File: src/rtl/hsi_param_loader.sv
// Streams detector coefficients (matrix, sR vector, sRs scalar) from one AXI-Stream into write ports; optional checksum via HSI_PARAM_LOADER_CHECKSUM_EN.
// Writes appear 1 cycle after each handshake, start rises 1 cycle after the scalar; 1 word/clk, output side never stalls, tready low only when idle.
module hsi_param_loader #(
   parameter int NUM_BANDS  = 16,
   parameter int DATA_WIDTH = 32,
   parameter int MAT_AW     = $clog2(NUM_BANDS*NUM_BANDS),
   parameter int VEC_AW     = $clog2(NUM_BANDS)
) (
   input  logic                  clk,
   input  logic                  resetn,
   input  logic                  load_req,
   input  logic [1:0]            mode,
   input  logic [DATA_WIDTH-1:0] s_axis_tdata,
   input  logic                  s_axis_tvalid,
   input  logic                  s_axis_tlast,
   output logic                  s_axis_tready,
   output logic                  mat_we,
   output logic [MAT_AW-1:0]     mat_addr,
   output logic [DATA_WIDTH-1:0] mat_wdata,
   output logic                  vec_we,
   output logic [VEC_AW-1:0]     vec_addr,
   output logic [DATA_WIDTH-1:0] vec_wdata,
   output logic [DATA_WIDTH-1:0] srs_out,
   output logic                  start,
   output logic                  busy,
   output logic                  err_short,
   output logic                  err_long,
`ifdef HSI_PARAM_LOADER_CHECKSUM_EN
   input  logic                  clr_checksum,
   output logic [DATA_WIDTH-1:0] checksum,
`endif
   output logic                  err_mode
);

   localparam logic [2:0] ST_IDLE   = 3'd0;
   localparam logic [2:0] ST_MATRIX = 3'd1;
   localparam logic [2:0] ST_VECTOR = 3'd2;
   localparam logic [2:0] ST_SCALAR = 3'd3;
   localparam logic [2:0] ST_DRAIN  = 3'd4;

   localparam logic [MAT_AW-1:0] MAT_LAST = MAT_AW'(NUM_BANDS*NUM_BANDS-1);
   localparam logic [MAT_AW-1:0] VEC_LAST = MAT_AW'(NUM_BANDS-1);

   logic [2:0]        state;
   logic [MAT_AW-1:0] cnt;
   logic              accept;
   logic              scalar_done;
   logic              load_go;
   logic [2:0]        load_state;

   assign s_axis_tready = (state != ST_IDLE);
   assign accept        = s_axis_tvalid && s_axis_tready;
   assign scalar_done   = (state == ST_SCALAR) && accept && s_axis_tlast;

   // A request landing on the same cycle as the final scalar chains straight
   // into the next load, so start never pulses for the superseded set.
   assign load_go = load_req && (mode != 2'b11) &&
                    ((state == ST_IDLE) || scalar_done);

   always_comb begin
      load_state = ST_SCALAR;
      case (mode)
         2'b00:   load_state = ST_MATRIX;
         2'b01:   load_state = ST_VECTOR;
         default: load_state = ST_SCALAR;
      endcase
   end

   always_ff @(posedge clk or negedge resetn) begin
      if (!resetn) begin
         state     <= ST_IDLE;
         cnt       <= '0;
         mat_we    <= 1'b0;
         mat_addr  <= '0;
         mat_wdata <= '0;
         vec_we    <= 1'b0;
         vec_addr  <= '0;
         vec_wdata <= '0;
         srs_out   <= '0;
         start     <= 1'b0;
         busy      <= 1'b0;
         err_short <= 1'b0;
         err_long  <= 1'b0;
         err_mode  <= 1'b0;
      end else begin
         mat_we <= 1'b0;
         vec_we <= 1'b0;
         case (state)
            ST_IDLE: begin
               cnt <= '0;
               if (load_req) begin
                  if (mode == 2'b11) begin
                     err_mode <= 1'b1;
                  end else begin
                     start     <= 1'b0;
                     busy      <= 1'b1;
                     err_short <= 1'b0;
                     err_long  <= 1'b0;
                     err_mode  <= 1'b0;
                     state     <= load_state;
                  end
               end
            end
            ST_MATRIX: begin
               if (accept) begin
                  mat_we    <= 1'b1;
                  mat_addr  <= cnt;
                  mat_wdata <= s_axis_tdata;
                  cnt       <= cnt + 1'b1;
                  if (s_axis_tlast) begin
                     err_short <= 1'b1;
                     busy      <= 1'b0;
                     cnt       <= '0;
                     state     <= ST_IDLE;
                  end else if (cnt == MAT_LAST) begin
                     cnt   <= '0;
                     state <= ST_VECTOR;
                  end
               end
            end
            ST_VECTOR: begin
               if (accept) begin
                  vec_we    <= 1'b1;
                  vec_addr  <= cnt[VEC_AW-1:0];
                  vec_wdata <= s_axis_tdata;
                  cnt       <= cnt + 1'b1;
                  if (s_axis_tlast) begin
                     err_short <= 1'b1;
                     busy      <= 1'b0;
                     cnt       <= '0;
                     state     <= ST_IDLE;
                  end else if (cnt == VEC_LAST) begin
                     cnt   <= '0;
                     state <= ST_SCALAR;
                  end
               end
            end
            ST_SCALAR: begin
               cnt <= '0;
               if (accept) begin
                  srs_out <= s_axis_tdata;
                  if (!s_axis_tlast) begin
                     err_long <= 1'b1;
                     state    <= ST_DRAIN;
                  end else if (load_go) begin
                     err_short <= 1'b0;
                     err_long  <= 1'b0;
                     err_mode  <= 1'b0;
                     state     <= load_state;
                  end else begin
                     start <= 1'b1;
                     busy  <= 1'b0;
                     state <= ST_IDLE;
                  end
               end
            end
            ST_DRAIN: begin
               cnt <= '0;
               if (accept && s_axis_tlast) begin
                  busy  <= 1'b0;
                  state <= ST_IDLE;
               end
            end
            default: begin
               cnt   <= '0;
               state <= ST_IDLE;
            end
         endcase
      end
   end

`ifdef HSI_PARAM_LOADER_CHECKSUM_EN
   // Drained words are excluded: they belong to no coefficient set.
   always_ff @(posedge clk or negedge resetn) begin
      if (!resetn) begin
         checksum <= '0;
      end else if (clr_checksum || (load_req && state == ST_IDLE) || load_go) begin
         checksum <= '0;
      end else if (accept && (state == ST_MATRIX || state == ST_VECTOR ||
                              state == ST_SCALAR)) begin
         checksum <= checksum ^ s_axis_tdata;
      end
   end
`endif

endmodule

File: config.mk
export PLATFORM = sky130hd
export DESIGN_NAME = hsi_param_loader
export DESIGN_NICKNAME = d
export VERILOG_FILES = /design/src/rtl/hsi_param_loader.sv
export SDC_FILE = /design/constraint.sdc
export NUM_CORES = 1
export LEC_CHECK = 0
export BUFFER_PORTS_ARGS = -buffer_cell sky130_fd_sc_hd__buf_2
export CORE_AREA = 2 2 99 101
export CTS_CLUSTER_SIZE = 30
export DETAILED_ROUTE_END_ITERATION = 10
export DIE_AREA = 0 0 101 103
export PLACE_DENSITY = 0.95
export SYNTH_ARGS = -nofsm -noshare
export SYNTH_HDL_FRONTEND = slang
export SYNTH_SLANG_ARGS = --single-unit
export TNS_END_PERCENT = 20
File: constraint.sdc
create_clock -name clk -period 3.17 [get_ports clk]
set_input_delay 0.634 -clock clk [delete_from_list [all_inputs] [get_ports clk]]
set_output_delay 0.634 -clock clk [all_outputs]
set_load 0.01 [all_outputs]
After elaboration in Yosys (flattened, before gate mapping)

Index checks and enable logic that the tools add are counted.

Register bits after elaboration: 126
Input port bits: 39
Output and inout port bits: 116
Word-level logic and storage cells: 113

Add/sub/neg operators: 1
Eq/ne operators: 23
Muxes and demuxes: 51
Reduce and logical (&&, ||, !) cells: 24

Operators by type and width:

| operator                                                                 | count |
|---|---|
| 8-bit two-way mux                                                        | 6 |
| 3-bit two-way mux                                                        | 12 |
| 1-bit two-way mux                                                        | 25 |
| 2-bit inequality test (second input constant)                            | 10 |
| 8-bit case mux with 2 select lines                                       | 1 |
| 8-bit AND reduction                                                      | 2 |
| 3-bit case mux with 5 select lines                                       | 1 |
| 5-bit AND reduction                                                      | 2 |
| 3-bit inequality test (second input constant)                            | 3 |
| 9-bit AND reduction                                                      | 1 |
| 8-bit by 1-bit adder with 8-bit output (second input constant)           | 1 |
| 8-bit by 4-bit == test with 1-bit output (second input constant)         | 1 |
| 8-bit == test (second input constant)                                    | 1 |
| 2-bit AND reduction                                                      | 4 |
| 3-bit by 2-bit == test with 1-bit output (second input constant)         | 2 |
| 1-bit logical AND                                                        | 6 |
| 1-bit case mux with 2 select lines                                       | 3 |
| 6-bit AND reduction                                                      | 1 |
| 3-bit nonzero test                                                       | 2 |
| 2-bit by 1-bit inequality test with 1-bit output (second input constant) | 2 |
| 1-bit case mux with 4 select lines                                       | 1 |
| 2-bit case mux with 2 select lines                                       | 1 |
| 4-bit nonzero test                                                       | 1 |
| 3-bit by 1-bit == test with 1-bit output (second input constant)         | 1 |
| 9 further kinds                                                          | 9 |

Logic depth before layout (Yosys ltp)

Depth after elaboration: 10
Mapped depth: 7
Mapped depth without buffers: 6

Worst setup path after synthesis

No wires, ideal clock.

Kind: reg2reg
Start point: reg cnt[5]
End point: reg state[0]
Library setup time: 125 ps
Arrival time: 1744 ps
Setup slack: 1301 ps
Stages on the path, launching flop included: 6
Buffers on the path: 0
Clock period less this slack: 1869 ps
Path through: dfrtp_1 or4_4 o211ai_2 a21oi_2 nor3_2 mux2_2

Cells in the longest elaborated chain, start to end: 3
Elaborated cells between the ends (all ways): 5
Those cells by class: eq/ne (4); reduce/logical (1)

Ends and longest elaborated chain:

| item                                                                             | line     | source |
|---|---|---|
| start, declared                                                                  | 45       | `logic [MAT_AW-1:0] cnt;` |
| start signal, assigned                                                           | 109      | `cnt <= cnt + 1'b1;` |
| start signal, assigned                                                           | 126      | `cnt <= cnt + 1'b1;` |
| 8-bit by 4-bit == test with 1-bit output / 8-bit == test (equally long branches) | 132, 115 |  |
| 3-bit inequality test (no line)                                                  | n/a      |  |
| 8-bit AND reduction (no line) (*)                                                | n/a      |  |
| end signal, assigned                                                             | 100      | `state <= load_state;` |
| end signal, assigned                                                             | 149      | `state <= load_state;` |
| end, declared                                                                    | 44       | `logic [2:0] state;` |

Every way passes the cells marked *; elsewhere a longest branch is shown, timed or not.
A chain may end at the register's enable or synchronous reset.

Final worst setup path

Start point: reg state[2]
End point: out s_axis_tready

Cells in the longest elaborated chain, start to end: 1

Ends and longest elaborated chain:

| item               | line | source |
|---|---|---|
| 3-bit nonzero test | 51   | `assign s_axis_tready = (state != ST_IDLE);` |
| end, declared      | 16   | `output logic s_axis_tready,` |

No other way between the ends.

==> impl_metrics.csv <==
group,metric,value,unit
status,status,"finished clean",
clock_tree,htreeDepth,4,
finish,areaGrowthSynthToFinish,29.91,%
routing,avgViaCountPerCell,5.513,
yosys,yosys.area_share.simple,0.05354,
sta,final_max_slew_viol_count,0,
yosys,yosysSeqAreaShare,0.6275,
clock_tree,cts_num_sinks,126,
yosys,syn_avg_cell_area,14.78,um^2
floorplanning,die_h,103,um
floorplanning,die_w,101,um
global_routing,grt_overflow,0,
clock_tree,cts.reportedPaths.clkPinSlew,0.06,ns
critical_path,worst_ep_arrival_time,1.81,ns
routing,wl_per_cell,17.37,um
critical_path,cp-start-kind,"register",
yosys,synth_fa_ha_area_frac,0.002490,
routing,drtAntennaViolNets,0,
finish,fillers,661,
yosys,synthFlopType,"dfrtp_1",
sta,fin_crit_sh,0.7708,
yosys,netlist_top_cells_area,"dfrtp_1 63%, mux2_2 24%, nor2_1 1.0%",
sta,period_minus_slack,2.443,ns
power,power.leakage,3.191,nW
sta,fin_worst_skew,0.006086,ns
sta,tns,0,ns
global_routing,antenna_found_initial,0,
routing,drtPass1Iterations,4,
place,port_buffers,154,
yosys,synth_xor_area_frac,0.006972,
power,power.share.sequential,0.385,
clock_tree,clock_latency,0.51,ns
yosys,synth_top_family_by_area,"multiplexers",
place,hpwl,7540,um
yosys,async_reset_ff_frac,1.000,
power,p_comb_frac,0.346,
yosys,synth_cell_types,44,
finish,mostFrequentLayoutCells,"153 x buf_2, 126 x dfrtp_1, 109 x mux2_2, 16 x clkbuf_16, 14 x nor2_1",
sta,fmax,409.3,MHz
yosys,ys_warn_count,0,
clock_tree,cts_buffers,17,
yosys,synth_compound_area_frac,0.04208,
global_routing,grt_pass1_wl,16860,um
sta,finalHoldViolations,0,
global_routing,first_global_vias,3495,
sta,setup_viol,0,
power,p_per_area,1089,nW/um^2
routing,vias,3484,
power,p_clk_frac,0.270,
power,swShare,0.3219,
critical_path,critical_path_class,"reg -> out",
clock_tree,cts_setup_buffers,0,
yosys,yosys.area.top_type,"dfrtp_1",
finish,nets,546,
yosys,synthCells,340,
clock_tree,cts_tree,"yes",
sta,rsz0062_at_grt,"false",
clock_tree,hold_buffers,0,
global_routing,grt_max_degree,51,
yosys,synth_nets,380,
place,gp_congestion,0.9484,
power,ir_worst_vdd,0.0005848,V
floorplanning,core-area,9459,um^2
yosys,synth_mux_area_frac,0.2465,
routing,drtIter0Drc,129,
routing,wirelength,10980,um
power,p_sw,2.288,mW
clock_tree,ctsResizeCount,0,
sta,maxSlewHeadroom,0.5658,
sta,tightestPinTransition,0.6514,ns
clock_tree,cts_root_buffer,"clkbuf_8",
job,drv_cap,0,
critical_path,critPathCaptureType,"output pin",
floorplanning,dieArea,10400,um^2
floorplanning,initial_core_util,0.5312,
floorplanning,rows,36,
power,power.internal,4.820,mW
finish,antenna_cells,0,
yosys,synth_top_area_frac,0.6275,
yosys,synth_seq_cells,126,
sta,hold_slack,0.1541,ns
yosys,synth-edff-count,0,
floorplanning,boundaryPins,155,
clock_tree,clockBufferDepth,2,
worst_hold_path,hold_class,"in -> async",
critical_path,crit_required,2.54,ns
finish,drive_gt1_frac,0.5985,
yosys,syn_area,5025,um^2
routing,drc_errors,0,
global_routing,grtUsageTotal,0.2140,
critical_path,path_max_fanout,14,
finish,final_common_cell,"buf_2",
stage by stage:
| stage | utilization | setup slack [ns] | cells | instance area [um^2] | power, mW |
|---|---|---|---|---|---|
| global placement | 0.6270 | 1.134 | 601 | 5931 | 5.065 |
| detailed placement | 0.6270 | 1.028 | 601 | 5931 | 5.225 |
| finish | 0.6901 | 0.7266 | 632 | 6528 | 7.108 |
| global route | 0.6901 | 0.6408 | 632 | 6528 | 7.518 |
| CTS | 0.6901 | 0.7416 | 632 | 6528 | 7.177 |
| floorplan | - | 1.301 | 340 | 5025 | 4.178 |
cells by family after synthesis:
family | Yosys count
fa+ha+maj | 1
flops | 126
mux | 110
buf+inv | 18
xor+xnor | 4
compound gates | 30
simple gates | 51
metal layers:
layer,part of all wire,up-vias,global-route usage
met4,0.013,0,0.08004
met2,0.53,153,0.3651
met5,0,-,0
met3,0.064,16,0.08271
met1,0.39,1756,0.2465
li1,-,1559,-
power groups by stage:
stage | combinational (mW) | clock, mW | sequential, mW
floorplan | 1.18 | 0 | 3.00
detailed placement | 2.47 | 0 | 2.75
global route | 2.67 | 2.03 | 2.82
global placement | 2.38 | 0 | 2.69
CTS | 2.49 | 1.95 | 2.74
finish | 2.46 | 1.92 | 2.73
Yosys cell counts (2+ instances only):
cell      count
xor2_1        3
o21ai_0       9
nand3_1       5
nor3_1        4
buf_6         2
mux2_2      109
nor3_2        2
a21oi_1       5
dfrtp_1     126
nand2b_1      2
nor2_1       14
and2_1        3
a22o_1        2
nand2_1      12
buf_2        10
and3_1        2
inv_1         3
state kept, by name, summed over array words and instances (netlist names):
register   flops
busy           1
cnt            8
err_long       1
err_mode       1
err_short      1
mat_addr       8
mat_wdata     32
mat_we         1
srs_out       32
start          1
state          3
vec_addr       4
vec_wdata     32
vec_we         1
critical path, cell delays in order, from the launching register on:
cell and delay [ns]:
dfrtp_1 0.58, nor3_1 0.41, inv_1 0.14, buf_2 0.17
final timing paths:
kind,start,endpoint,slack [ns],depth (start not counted)
max in group asynchronous,resetn,mat_wdata[3],2.18,2
min in group clk,s_axis_tdata[7],srs_out[7],0.36,2
hold / removal,resetn,vec_addr[2],0.15,1
setup / recovery,state[2],s_axis_tready,0.73,3
setup reg to reg,state[1],cnt[4],1.03,5
hold reg to reg,busy,busy,0.50,1
area by class of cell:
| class | count | area (um^2) | share of cell area |
|---|---|---|---|
| well taps | 114 | 142.6 | 0.02185 |
| clock inverters | 10 | 137.6 | 0.02108 |
| clock buffers | 21 | 459.2 | 0.07035 |
| flip-flops and latches | 126 | 3153 | 0.4830 |
| inverters | 4 | 15.01 | 0.002300 |
| repair buffers | 161 | 838.3 | 0.1284 |
| multi-input cells | 196 | 1782 | 0.2730 |
(Power assumes the default switching activity.)
